===== src/rtl/imem_port.sv =====
// imem_port: parametrised instruction memory with a valid/ready fetch port,
// programmable wait states and access-fault reporting. Contents are preloaded
// through the writeByte task; there is no run-time write port.
//
// Ports:
//   clk_i        clock, rising edge
//   rst_ni       asynchronous active-low reset
//   req_valid_i  fetch request present
//   req_addr_i   byte address of the request
//   req_ready_o  request accepted when high together with req_valid_i
//   rsp_valid_o  response present
//   rsp_ready_i  consumer takes the response
//   rsp_data_o   fetched word (0 on error)
//   rsp_err_o    access fault: out of range or misaligned
//   busy_o       high whenever the FSM is not idle
module imem_port #(
  parameter int unsigned       ADDR_W      = 32,
  parameter int unsigned       DATA_W      = 32,
  parameter int unsigned       MEM_BYTES   = 4096,
  parameter logic [ADDR_W-1:0] MEM_BASE    = '0,
  parameter int unsigned       WAIT_CYCLES = 0,
  parameter bit                BIG_ENDIAN  = 1'b1,
  parameter bit                ALIGN_ERR   = 1'b1
) (
  input  logic              clk_i,
  input  logic              rst_ni,
  input  logic              req_valid_i,
  input  logic [ADDR_W-1:0] req_addr_i,
  output logic              req_ready_o,
  output logic              rsp_valid_o,
  input  logic              rsp_ready_i,
  output logic [DATA_W-1:0] rsp_data_o,
  output logic              rsp_err_o,
  output logic              busy_o
);

  localparam int unsigned       BYTES     = DATA_W / 8;
  localparam int unsigned       MEM_AW    = $clog2(MEM_BYTES);
  localparam logic [ADDR_W-1:0] LSB_MASK  = ADDR_W'(BYTES - 1);
  localparam logic [MEM_AW-1:0] WORD_MASK = ~MEM_AW'(BYTES - 1);
  // One extra bit so a memory spanning the whole address space still compares.
  localparam logic [ADDR_W:0]   MEM_SIZE  = (ADDR_W + 1)'(MEM_BYTES);
  localparam logic [3:0]        CNT_LOAD  = (WAIT_CYCLES > 0) ? 4'(WAIT_CYCLES - 1) : 4'd0;

  typedef enum logic [1:0] {S_IDLE, S_WAIT, S_RESP} state_e;

  logic [7:0]        mem [MEM_BYTES];

  state_e            state_q, state_d;
  logic [3:0]        cnt_q, cnt_d;
  logic [ADDR_W-1:0] addr_q;
  logic [DATA_W-1:0] rsp_data_q;
  logic              rsp_err_q;

  logic              accept;
  logic              load_rsp;
  logic [ADDR_W-1:0] lk_addr;
  logic [ADDR_W-1:0] offset;
  logic [MEM_AW-1:0] word_base;
  logic              out_of_range;
  logic              misaligned;
  logic              lk_err;
  logic [DATA_W-1:0] lk_data;

  // Backdoor preload; addresses outside the memory window are dropped.
  task automatic writeByte(input logic [ADDR_W-1:0] addr, input logic [7:0] val);
    logic [ADDR_W-1:0] off;
    off = addr - MEM_BASE;
    if ((addr >= MEM_BASE) && ({1'b0, off} < MEM_SIZE))
      mem[off[MEM_AW-1:0]] = val;
  endtask

  // State register
  always_ff @(posedge clk_i or negedge rst_ni) begin
    if (!rst_ni) begin
      state_q    <= S_IDLE;
      cnt_q      <= '0;
      addr_q     <= '0;
      rsp_data_q <= '0;
      rsp_err_q  <= 1'b0;
    end else begin
      state_q <= state_d;
      cnt_q   <= cnt_d;
      if (accept)   addr_q <= req_addr_i;
      if (load_rsp) begin
        rsp_data_q <= lk_data;
        rsp_err_q  <= lk_err;
      end
    end
  end

  // Next-state logic
  always_comb begin
    state_d = state_q;
    cnt_d   = cnt_q;
    accept  = 1'b0;
    unique case (state_q)
      S_IDLE: if (req_valid_i) accept = 1'b1;
      S_WAIT: begin
        if (cnt_q == '0) state_d = S_RESP;
        else             cnt_d   = cnt_q - 4'd1;
      end
      S_RESP: begin
        if (rsp_ready_i) begin
          if (req_valid_i) accept  = 1'b1;
          else             state_d = S_IDLE;
        end
      end
      default: state_d = S_IDLE;
    endcase
    if (accept) begin
      state_d = (WAIT_CYCLES > 0) ? S_WAIT : S_RESP;
      cnt_d   = CNT_LOAD;
    end
  end

  // Response registers load only on entry into RESP (from WAIT, or directly
  // on accept with no wait states), which keeps them frozen under backpressure.
  assign load_rsp = (state_d == S_RESP) && (accept || (state_q == S_WAIT));

  // Lookup uses the live request address when loading straight from an
  // accept, otherwise the latched one; both equal the latched address.
  always_comb begin
    lk_addr      = (state_q == S_WAIT) ? addr_q : req_addr_i;
    offset       = lk_addr - MEM_BASE;
    out_of_range = (lk_addr < MEM_BASE) || ({1'b0, offset} >= MEM_SIZE);
    misaligned   = ALIGN_ERR && ((lk_addr & LSB_MASK) != '0);
    lk_err       = out_of_range || misaligned;
    word_base    = offset[MEM_AW-1:0] & WORD_MASK;
    lk_data      = '0;
    for (int unsigned k = 0; k < BYTES; k++) begin
      if (BIG_ENDIAN) lk_data[(BYTES-1-k)*8 +: 8] = mem[word_base + MEM_AW'(k)];
      else            lk_data[k*8 +: 8]           = mem[word_base + MEM_AW'(k)];
    end
    if (lk_err) lk_data = '0;
  end

  // Output logic
  always_comb begin
    req_ready_o = 1'b0;
    unique case (state_q)
      S_IDLE:  req_ready_o = rst_ni;
      S_RESP:  req_ready_o = rst_ni && rsp_ready_i;
      default: req_ready_o = 1'b0;
    endcase
    rsp_valid_o = (state_q == S_RESP);
    busy_o      = (state_q != S_IDLE);
    rsp_data_o  = rsp_data_q;
    rsp_err_o   = rsp_err_q;
  end

endmodule


===== config.mk =====
export PLATFORM = sky130hd
export DESIGN_NAME = imem_port
export DESIGN_NICKNAME = d
export VERILOG_FILES = /design/src/rtl/imem_port.sv
export SDC_FILE = /design/constraint.sdc
export NUM_CORES = 1
export LEC_CHECK = 0
export BUFFER_PORTS_ARGS = -buffer_cell sky130_fd_sc_hd__buf_2
export CAP_MARGIN = 40
export CORE_MARGIN = 4
export CORE_UTILIZATION = 32
export CTS_CLUSTER_SIZE = 24
export DETAILED_ROUTE_END_ITERATION = 8
export HOLD_SLACK_MARGIN = 0.15
export PLACE_DENSITY_LB_ADDON = 0.25
export SYNTH_ARGS = -nofsm -noshare
export SYNTH_HDL_FRONTEND = slang
export SYNTH_SLANG_ARGS = --single-unit

===== constraint.sdc =====
create_clock -name clk_i -period 1.7 [get_ports clk_i]
set_input_delay 0.17 -clock clk_i [delete_from_list [all_inputs] [get_ports clk_i]]
set_output_delay 0.17 -clock clk_i [all_outputs]
set_load 0.01 [all_outputs]

After elaboration in Yosys (flattened, before gate mapping) --
Cells that the tools add are included.
Cells by class: add/subtract/negate cells 4, multipliers 0, div/mod/pow operators 0, order comparisons 6, equal/unequal tests 4, shift-type cells 0, multiplexer cells 26, bitwise gates (word level) 4, reductions and logical operators 11
Operators by type and width (count):
- $bmux 8 s12 | 4
- $mux 32 | 2
- $mux 8 | 8
- $ge 13x13->1 const B | 4
- $not 12->13 | 4
- $ge 32x13->1 const B | 1
- $lt 32x1->1 const B | 1
- $reduce_bool 32->1 | 1
- $add 12x2->12 const B | 2
- $add 12x1->12 const B | 1
- $mux 4 | 3
- $mux 2 | 4
- $pmux 2 s3 | 1
- $eq 2x2->1 const B | 2
- $logic_not 4->1 | 1
- $pmux 1 s2 | 2
- $reduce_bool 2->1 | 2
- $sub 4x1->4 const B | 1
- $logic_or 1x1->1 | 3
- $eq 2x1->1 const B | 1
- $logic_and 1x1->1 | 2
- $logic_not 2->1 | 1
- $mux 1 | 2
- $ne 2x2->1 const B | 1
- $reduce_and 2->1 | 1
Storage, ports and cells: flip-flop bits (word level) 71, latch bits 0, bits in writable memories 0, memory bits (read-only) 0, input bits 36, output and inout bits 36, word-level logic and storage cells 60, memories 0

Depth between registers and ports, before layout --
depth in word-level cells 8, gate-level depth with buffers 6, gate-level depth less buffers 6

Worst setup path before layout --
OpenSTA, ideal clock, no wires.
path kind reg2reg, from register cnt_q[0], to register cnt_q[1], library setup time 0.121 ns, data arrival time 1.452 ns, required time 1.579 ns, setup slack 0.127 ns, cell stages (with the launch flop) 7, buffers on the path 0, period minus slack after synthesis 1.573 ns, cells stage by stage dfrtp_1 -> inv_1 -> ha_1 -> or3b_2 -> nand2_1 -> o22ai_1 -> a22o_1
Between the ends: cells in the longest elaborated chain, start to end 4, elaborated cells between the ends (all ways) 7, those cells by class add/sub (1); eq/ne (1); mux (3); reduce/logical (2)
RTL lines:
- start: declaration | RTL line 50 | logic [3:0] cnt_q, cnt_d;
- start signal: assignment | RTL line 83 | cnt_q <= cnt_d;
- $sub 4x1->4 | RTL line 101 | else cnt_d = cnt_q - 4'd1;
- $mux 4 | RTL line 100 | if (cnt_q == '0) state_d = S_RESP;
- $mux 4 | RTL line 97 | unique case (state_q)
- $mux 4 | RTL line 111 | if (accept) begin
Several ways; a longest one is shown, not always the timed one. The select of a mux whose other input is x is not followed. A chain may end at the register's enable or synchronous reset.

Final worst setup path --
from register addr_q[23], to register rsp_err_q (netlist: rsp_err_o)
Between the ends: cells in the longest elaborated chain, start to end 4, elaborated cells between the ends (all ways) 5, those cells by class order compare (2); mux (1); reduce/logical (2)
RTL lines:
- start: declaration | RTL line 51 | logic [ADDR_W-1:0] addr_q;
- start signal: assignment | RTL line 84 | if (accept) addr_q <= req_addr_i;
- $mux 32 (*) | RTL line 124 | lk_addr = (state_q == S_WAIT) ? addr_q : req_addr_i;
- $lt 32x1->1 or $ge 32x13->1 (tied branches) | RTL line 126 | out_of_range = (lk_addr < MEM_BASE) || ({1'b0, offset} >= MEM_SIZE);
- $logic_or 1x1->1 (*) | RTL line 126
- $logic_or 1x1->1 (*) | RTL line 128 | lk_err = out_of_range || misaligned;
- end signal: assignment | RTL line 87 | rsp_err_q <= lk_err;
- end: declaration | RTL line 53 | logic rsp_err_q;
Every way passes the cells marked *; elsewhere a longest branch is shown, timed or not.

==> qor.csv <==
stage,metric,value,unit
synth,"Warnings, synthesis",32768,
layout,Layout Nets,288,
global_route,largest net degree at the start of global routing,30,
critical_path,CP Capture Type,register,
critical_path,Worst EP required,1850,ps
floorplan,die extent in y,78.6,um
cts,cts bufs inserted,5,
synth,Mean Syn Cell Area,8.30,um^2
critical_path,slowest CP cell,or4_4,
floorplan,Die Span X,78.6,um
global_route,first-pass GRT wire length,5950,um
floorplan,Rows,25,
routing,drt first pass iters,4,
floorplan,core box area,4790,um^2
global_route,remaining global-route overflow,0,
timing,Final Cycle Share,0.973,
critical_path,most frequent cell on the critical path,or4_4,
timing,pins over their slew limit,0,
floorplan,die area,6170,um^2
timing,Fin. Hold Viols,0,
routing,vias after detailed routing,1329,
power,Max IR drop VDD,271,uV
layout,layout cells sized above 1,0.210,
global_route,vias in the first global route,1329,
critical_path,Crit path buffers/inverters,0,
placed_design,GP Congestion,0.728,
routing,final wirelength,3550,um
layout,Filler cells,499,
synth,Synth Instances,192,
worst_hold_path,hold crit path type,in -> reg,
synth,Netlist Area Pre-Place,1590,um^2
synth,Netlist cell types,30,
routing,wire length per cell,11.1,um
synth,Synth top area share,0.455,
cts,clock buffer depth,2,
synth,post-synthesis sequential area ratio,0.455,
synth,Post-synth top cells,"nand2_1 (72), buf_4 (32), dfrtp_1 (29)",
synth,Synth Flop Type,dfrtp_1,
outcome,status,"finished, final reports clean",
critical_path,max incr delay on CP,530,ps
global_route,initial antenna violation count,0,
run,max-cap violation count,0,
power,Final Total Pwr,0.00186,W
synth,"EDFF count, synth",0,
critical_path,CP cell instances,or4_4 -> or4_4 -> o22ai_2 -> a31oi_1,
synth,Area contributors post-synth,"dfrtp_1 (46%), nand2_1 (17%), buf_4 (15%), nor4_1 (3.5%), o21ai_0 (1.9%)",
cts,CTS root buf,clkbuf_8,
power,Leak Pwr,1.07,nW
timing,clk_skew,6.39,ps
synth,synthesized flop and latch total,29,
timing,min Tclk post-route,1650,ps
routing,DR vias/cell,4.17,
cts,clock-pin slew on the worst setup and hold paths,60,ps
critical_path,Startpoint Class,register,
timing,RSZ-0062 raised after global routing,yes,
critical_path,crit path max fanout,2,
cts,total clock sinks,29,
routing,DRC violations left,0,
power,power density over cell area,884,nW/um^2
timing,number of setup violations in the final report,0,
critical_path,Worst Setup Path Type,reg -> reg,
global_route,All-Layer GR Usage,0.124,
critical_path,family with the most delay on the worst path,simple AND/OR/NAND/NOR gates,
critical_path,critical path arrival,1800,ps
cts,CTS tree,yes,
floorplan,Ports,72,
routing,Routed Antenna Nets,0,
synth,"count leader, synth",nand2_1,
routing,drt initial violations,51,
placed_design,DP Wirelength,2480,um
synth,"Async S/R FF share, synth",1.00,
floorplan,Initial Utilization,0.333,
synth,top cell type by total area after synthesis,dfrtp_1,
layout,antenna cells,0,
cts,H-tree levels,2,
placed_design,PortBufs,29,
cts,worst skew pair latency,280,ps
layout,post-route cell area,2110,um^2
layout,Layout area overhead,32.3,%
placed_design,Placement Cell Area,1740,um^2
timing,Max Freq,0.605,GHz
[power by group]
part | internal (W) | switching [W]
Combinational | 0.000143 | 0.000171
Sequential | 0.000772 | 0.0000430
Clock | 0.000477 | 0.000257
Total | 0.00139 | 0.000471
[area by class of cell]
cell class	instances	area [um^2]	area share
Inverter	3	11.3	0.00534
Clock inverter	1	30.0	0.0142
Timing Repair Buffer	62	463	0.220
Clock buffer	7	86.3	0.0409
Sequential cell	29	726	0.344
Multi-Input combinational cell	150	708	0.336
Tap cell	67	83.8	0.0398
[worst min-delay path: cells and delay by family]
| family | cells | cell delay [ps] |
|---|---|---|
| compound gates | 1 | 100 |
| buf+inv | 1 | 100 |
| simple gates | 1 | 60 |
[state kept, by name, summed over array words and instances, names as in the netlist]
name and count:
addr_q 22, cnt_q 4, state_q 2, rsp_err_o 1
[timing repair]
action | 4_1_cts | 5_1_grt
hold buffers | 23 | 0
endpoints found under the hold margin | 51 | 0
resized for setup | 1 | 4
setup endpoints to repair | 1 | 3
buffers inserted | 0 | 1
[per-layer routing]
metal	share of wire	up-vias	track usage
met5	0	-	0
met1	0.45	599	0.152
met2	0.47	39	0.200
met3	0.058	11	0.0287
met4	0.025	0	0.0682
li1	-	680	-
[cell families (layout without fill, tap and decap cells)]
logic type / count (synthesis) / count (layout) / synth area share
compound gates: 15 / 15 / 0.0612
fa+ha+maj: 1 / 1 / 0.00785
buf+inv: 44 / 73 / 0.181
flops: 29 / 29 / 0.455
other cells: 1 / 32 / 0.00235
simple gates: 102 / 102 / 0.292
[placed cells by master (no fill, tap or decap), types with 2 or more instances in the layout]
| cell | instances |
|---|---|
| inv_1 | 3 |
| a21oi_1 | 2 |
| nand2_1 | 72 |
| o21ai_0 | 5 |
| dlygate4sd3_1 | 23 |
| buf_2 | 29 |
| or4_4 | 2 |
| a22o_1 | 2 |
| conb_1 | 32 |
| nor2_1 | 4 |
| nand2b_1 | 2 |
| nor3b_1 | 2 |
| clkbuf_8 | 6 |
| nor4_1 | 9 |
| dfrtp_1 | 29 |
| nand3_1 | 2 |
| buf_4 | 9 |
[through the flow]
step | setup TNS, ps | instances | worst slack (ps) | hold WS (ps) | utilization
floorplan | 0 | 223 | 127 | -126 | -
detailed placement | -4.40 | 287 | -4.40 | 234 | 0.364
CTS | 0 | 318 | 0.413 | 193 | 0.436
finish | 0 | 319 | 46.6 | 199 | 0.441
global placement | 0 | 287 | 35.2 | 234 | 0.364
global route | -18.6 | 319 | -18.6 | 215 | 0.441
[path summary, 6_finish.rpt]
| path | from | depth (start not counted) | endpoint | slack, ps |
|---|---|---|---|---|
| min | rsp_ready_i | 3 | state_q[1]$_DFF_PN0_ | 200 |
| min reg2reg | addr_q[0]$_DFFE_PN0P_ | 2 | addr_q[0]$_DFFE_PN0P_ | 480 |
| max in group asynchronous | rst_ni | 3 | cnt_q[1]$_DFFE_PN0P_ | 970 |
| max reg2reg | addr_q[23]$_DFFE_PN0P_ | 4 | rsp_err_o$_DFFE_PN0P_ | 50 |
| min in group asynchronous | rst_ni | 3 | addr_q[27]$_DFFE_PN0P_ | 450 |
| max | addr_q[23]$_DFFE_PN0P_ | 4 | rsp_err_o$_DFFE_PN0P_ | 50 |
(Power assumes the default switching activity.)
